### src/rtl/gowin_arb_pkg.sv
// rtl/gowin_arb_pkg.sv - shared state encoding and helpers for the register bank arbiter
package gowin_arb_pkg;

  typedef enum logic [1:0] {
    IDLE   = 2'd0,
    GRANT  = 2'd1,
    LOCKED = 2'd2
  } arb_state_t;

  // Never returns 0 so that index ports stay at least one bit wide.
  function automatic int clog2(input int n);
    int r;
    r = 0;
    while ((1 << r) < n) r++;
    return (r < 1) ? 1 : r;
  endfunction

endpackage

### src/rtl/rr_pick.sv
// rtl/rr_pick.sv - combinational round-robin selector, first request at or after ptr
module rr_pick
  import gowin_arb_pkg::*;
#(
  parameter int N  = 4,
  parameter int IW = clog2(N)
) (
  input  logic [N-1:0]  req,
  input  logic [IW-1:0] ptr,
  output logic [N-1:0]  gnt,
  output logic [IW-1:0] idx,
  output logic          valid
);

  function automatic logic [IW-1:0] slot(input logic [IW-1:0] p, input int k);
    int s;
    s = int'(p) + k;
    if (s >= N) s = s - N;
    return IW'(s);
  endfunction

  always_comb begin
    gnt   = '0;
    idx   = '0;
    valid = 1'b0;
    for (int k = 0; k < N; k++) begin
      if (!valid && req[slot(ptr, k)]) begin
        valid                = 1'b1;
        gnt[slot(ptr, k)]    = 1'b1;
        idx                  = slot(ptr, k);
      end
    end
  end

endmodule

### src/rtl/dff_bank_arbiter.sv
// rtl/dff_bank_arbiter.sv - round-robin arbiter and sequencer for a shared register bank
module dff_bank_arbiter
  import gowin_arb_pkg::*;
#(
  parameter int               NREQ  = 4,
  parameter int               WIDTH = 8,
  parameter int               AW    = 3,
  parameter logic [WIDTH-1:0] INIT  = '0,
  localparam int              IW    = clog2(NREQ)
) (
  input  logic                  CLK,
  input  logic                  RESETN,
  input  logic [NREQ-1:0]       REQ,
  input  logic [NREQ-1:0]       LOCK,
  input  logic [NREQ-1:0]       WE,
  input  logic [NREQ*AW-1:0]    ADDR,
  input  logic [NREQ*WIDTH-1:0] WDATA,
  output logic [NREQ-1:0]       GNT,
  output logic                  RVALID,
  output logic [WIDTH-1:0]      RDATA,
  output logic [IW-1:0]         RID,
  output logic                  BUSY
);

  localparam int DEPTH = 2 ** AW;

  arb_state_t       state;
  logic [IW-1:0]    ptr;
  logic [IW-1:0]    owner;
  logic [IW-1:0]    next_ptr;
  logic [WIDTH-1:0] bank [DEPTH];

  logic [NREQ-1:0]  arb_req;
  logic [IW-1:0]    arb_ptr;
  logic [NREQ-1:0]  pick_gnt;
  logic [IW-1:0]    pick_idx;
  logic             pick_valid;
  logic [AW-1:0]    acc_addr;
  logic [WIDTH-1:0] acc_wdata;
  logic             stay;

  // The owner's REQ is still the one just served, so it is masked when the grant ends.
  always_comb begin
    next_ptr  = (int'(owner) == NREQ - 1) ? '0 : owner + 1'b1;
    acc_addr  = ADDR[owner*AW +: AW];
    acc_wdata = WDATA[owner*WIDTH +: WIDTH];
    stay      = LOCK[owner] & REQ[owner];
    arb_req   = REQ;
    arb_ptr   = ptr;
    if (state != IDLE) begin
      arb_req[owner] = 1'b0;
      arb_ptr        = next_ptr;
    end
  end

  rr_pick #(.N(NREQ), .IW(IW)) u_pick (
    .req   (arb_req),
    .ptr   (arb_ptr),
    .gnt   (pick_gnt),
    .idx   (pick_idx),
    .valid (pick_valid)
  );

  always_ff @(posedge CLK) begin
    if (!RESETN) begin
      state  <= IDLE;
      ptr    <= '0;
      owner  <= '0;
      GNT    <= '0;
      RVALID <= 1'b0;
      RDATA  <= '0;
      RID    <= '0;
      BUSY   <= 1'b0;
      for (int i = 0; i < DEPTH; i++) bank[i] <= INIT;
    end else begin
      RVALID <= 1'b0;
      case (state)
        IDLE: begin
          if (pick_valid) begin
            state <= GRANT;
            GNT   <= pick_gnt;
            owner <= pick_idx;
            BUSY  <= 1'b1;
          end
        end
        GRANT, LOCKED: begin
          if (WE[owner]) begin
            bank[acc_addr] <= acc_wdata;
          end else begin
            RVALID <= 1'b1;
            RDATA  <= bank[acc_addr];
            RID    <= owner;
          end
          if (stay) begin
            state <= LOCKED;
          end else begin
            ptr <= next_ptr;
            if (pick_valid) begin
              state <= GRANT;
              GNT   <= pick_gnt;
              owner <= pick_idx;
            end else begin
              state <= IDLE;
              GNT   <= '0;
              BUSY  <= 1'b0;
            end
          end
        end
        default: begin
          state <= IDLE;
          GNT   <= '0;
          BUSY  <= 1'b0;
        end
      endcase
    end
  end

endmodule

### config.mk
export PLATFORM = sky130hd
export DESIGN_NAME = dff_bank_arbiter
export DESIGN_NICKNAME = d
export VERILOG_FILES = /design/src/rtl/gowin_arb_pkg.sv /design/src/rtl/rr_pick.sv /design/src/rtl/dff_bank_arbiter.sv
export SDC_FILE = /design/constraint.sdc
export NUM_CORES = 1
export LEC_CHECK = 0
export CELL_PAD_IN_SITES_DETAIL_PLACEMENT = 2
export CELL_PAD_IN_SITES_GLOBAL_PLACEMENT = 2
export CORE_MARGIN = 2
export CORE_UTILIZATION = 35
export CTS_CLUSTER_DIAMETER = 80
export CTS_CLUSTER_SIZE = 10
export DETAILED_ROUTE_END_ITERATION = 8
export PLACE_DENSITY = 0.86
export SLEW_MARGIN = 20
export SYNTH_ARGS = -nofsm -noshare
export SYNTH_HDL_FRONTEND = slang
export SYNTH_HIERARCHICAL = 1
export SYNTH_SLANG_ARGS = --single-unit
### constraint.sdc
create_clock -name CLK -period 3.85 [get_ports CLK]
set_clock_uncertainty 0.05 [all_clocks]
set_input_delay 1.155 -clock CLK [delete_from_list [all_inputs] [get_ports CLK]]
set_output_delay 1.155 -clock CLK [all_outputs]
set_load 0.1 [all_outputs]
==> results.cfg, run 1 <==
[cts]
hold_buffers = 0
insertion_delay_ps = 350
cts.sinks = 86
tritoncts = done
cts_buffer_depth = 2
path_clk_slew_ps = 60
htree_levels = 3
post-cts-setup-buffers = 0
cts_buffers = 9
cts_resized = 0
root_buffer = clkbuf_16

[routing]
ant_nets = 0
num_vias = 3637
via_per_inst = 5.33
firstDrtPassIters = 5
drc = 0
wirelength_um = 14500
wl_per_cell_um = 21.2
drtIter0Drc = 219

[die]
die_y_um = 119
ioPinCount = 74
core_um2 = 13100
die_w_um = 119
rows = 42
die-area_um2 = 14300
start_util_pct = 35.5

[layout]
drive_gt1_share_pct = 16.2
fill_cells = 1405
final_cells = 682
final_nets = 570
layout_common_cells = 80 x nor2_1, 64 x edfxtp_1, 57 x clkdlybuf4s50_1
final_common_cell = nor2_1
diodes = 0
synthToLayoutAreaGrowth_pct = 26.3
final_area_um2 = 5890

[synth]
synth_area_um2 = 4660
synth_ff_type = edfxtp_1
synth_edf_count = 64
synth.distinct_cells = 43
syn_nets = 489
yosysWarnings = 6
seq_area_frac_synth_pct = 50.6
synth-seq-cells = 86
syn_avg_cell_area_um2 = 11.1
synthArstFlopShare_pct = 0
synth_cells = 420

[sta]
fmax_mhz = 280
setup_viol = 0
max_slew.worst_pin.slew_ps = 1050
hold_viol = 0
grt_setup_unrepaired = no
finalHoldWorstSlack_ps = 486
fin_crit_ps = 3570
relSlewSlack_pct = 29.6
setup_tns_ps = 0
finalMaxSlewViolations = 0
fin_crit_sh_pct = 92.6

[critical_path]
crit_path_end_kind = flop
worst_ep_required_time_ps = 4030
crit_type = flop to flop
r2r-start = owner[1]
r2r_cells = 13
startpoint_type = flop
worstPathArrival_ps = 3740
r2r-end = GNT[1]
cp_max_fo = 9
rrSetupSlack_ps = 280

[placed_design]
routabilityCongestion = 0.837
hpwl_um = 10700
dpl_cell_area_um2 = 5570
io_buffers = 73
dp.cells = 666

[hold_path]
hold_path_class = flop to flop
holdPathEnd = RID[0]
hp-start = RID[0]
holdPathStages = 2

[global_route]
grt_pass1_vias = 4184
antenna_found_initial = 0
grt_pass1_wl_um = 23000
grt_overflow_total = 0
grt_usage_pct = 21.2
grt_max_degree = 22

[pwr]
p_leak_uw = 0.00227
power_density_nw_per_um2 = 733
power.share.clock_pct = 22.5
comb_power_share_pct = 49.9
vdd_drop_max_uv = 285
power_frac_seq_pct = 27.5
p_sw_uw = 1890
switching_share_pct = 43.7
internal_power_uw = 2430

[run_status]
status = finished clean

[job]
cap_violations = 0
## per-layer routing
metal | vias up | share of wire (%) | GRT usage [%]
li1 | 1689 | - | -
met1 | 1819 | 42 | 25.9
met2 | 113 | 52 | 38.6
met3 | 16 | 5.0 | 3.74
met4 | 0 | 1.1 | 5.00
met5 | - | 0 | 0
## registers in the layout (all words and copies together), names as in the netlist
register / count
ptr: 2
GNT: 4
RVALID: 1
RDATA: 8
bank: 64
RID: 2
state: 2
owner: 2
BUSY: 1
## power by group through the flow
| stage | Clock [uW] | Sequential (uW) | Combinational, uW |
|---|---|---|---|
| after floorplan | 0 | 1560 | 1220 |
| after global placement | 0 | 1200 | 2020 |
| after detailed placement | 0 | 1210 | 2130 |
| after CTS | 990 | 1190 | 2150 |
| after global routing | 1030 | 1200 | 2300 |
| final | 973 | 1190 | 2160 |
## cell families (layout without fill, tap and decap cells)
group	count (synthesis)	in the layout	synth area share, %
muxes	68	68	18.1
AOI/OAI and AO/OA	80	80	10.7
adders and majority gates	11	11	2.95
buffers and inverters	32	118	4.02
and+or+nand+nor	143	143	13.7
DFF	86	86	50.6
## area by class of cell
class / count / area [um^2] / area share [%]
flip-flops and latches: 86 / 2360 / 40.1
multi-input cells: 302 / 2110 / 35.9
clock buffers: 10 / 229 / 3.89
repair buffers: 92 / 833 / 14.1
inverters: 10 / 37.5 / 0.637
well taps: 176 / 220 / 3.74
clock inverters: 6 / 93.8 / 1.59
## how the worst max path moves through the flow
stage | startpoint | to | slack, ps
after CTS | state[0] | GNT[1] | 320
after global placement | REQ[3] | GNT[3] | 210
final | owner[1] | GNT[1] | 280
after detailed placement | REQ[3] | GNT[1] | -40
after floorplan | owner[0] | GNT[0] | 470
after global routing | owner[1] | GNT[1] | 30
## cells in the mapped netlist (2+ instances only)
library cell	count	area share, %
nor2_1	80	6.4
edfxtp_1	64	41
mux2i_1	38	8.2
nand2_1	30	2.4
dfxtp_1	22	9.4
o21ai_0	22	2.4
mux2_2	19	4.6
nor2b_1	14	1.9
a22oi_1	12	1.9
ha_1	11	3.0
a21oi_1	9	0.97
inv_1	9	0.72
clkbuf_1	8	0.64
o21ai_1	8	0.86
o22ai_1	8	1.1
mux4_2	7	3.4
a21boi_0	6	0.97
buf_2	6	0.64
a211oi_1	5	0.80
and2_1	5	0.67
buf_6	5	1.2
nand3_1	4	0.43
mux4_1	3	1.7
o21a_1	3	0.48
buf_8	2	0.64
nand2_2	2	0.27
nand2b_1	2	0.27
## through the flow
step | worst slack [ps] | util [%] | power, uW
2_1_floorplan | 470 | - | 2780
3_3_place_gp | 212 | 42.4 | 3220
3_5_place_dp | -35.6 | 42.4 | 3340
4_1_cts | 319 | 44.8 | 4330
5_1_grt | 29.8 | 44.8 | 4530
6_report | 284 | 44.8 | 4320
## worst max-delay path: stages, from the launching register on
cell,delay [ps]
dfxtp_1,530
inv_1,170
ha_1,360
mux2_2,310
inv_1,110
ha_1,380
mux4_2,350
nor3_1,270
nand2b_1,180
o21ai_0,160
nor2_1,100
a21boi_1,170
a22oi_1,210
nor2b_1,80
No activity file was read; power rests on OpenSTA's default activity.
==> inputs of run 2 (changes only) <==
--- a/config.mk
+++ b/config.mk
@@ -13,6 +13,7 @@
 export CTS_CLUSTER_SIZE = 10
 export DETAILED_ROUTE_END_ITERATION = 8
 export PLACE_DENSITY = 0.86
+export SKIP_LAST_GASP = 1
 export SLEW_MARGIN = 20
 export SYNTH_ARGS = -nofsm -noshare
 export SYNTH_HDL_FRONTEND = slang
==> results of run 2 <==
The final DEF is identical to that of run 1; final timing and power are the same.
==> inputs of run 3 (changes only) <==
--- a/config.mk
+++ b/config.mk
@@ -13,6 +13,7 @@
 export CTS_CLUSTER_SIZE = 10
 export DETAILED_ROUTE_END_ITERATION = 8
 export PLACE_DENSITY = 0.86
+export SKIP_CTS_REPAIR_TIMING = 1
 export SKIP_LAST_GASP = 1
 export SLEW_MARGIN = 20
 export SYNTH_ARGS = -nofsm -noshare
==> results of run 3 <==
The final DEF is identical to that of run 1; final timing and power are the same.
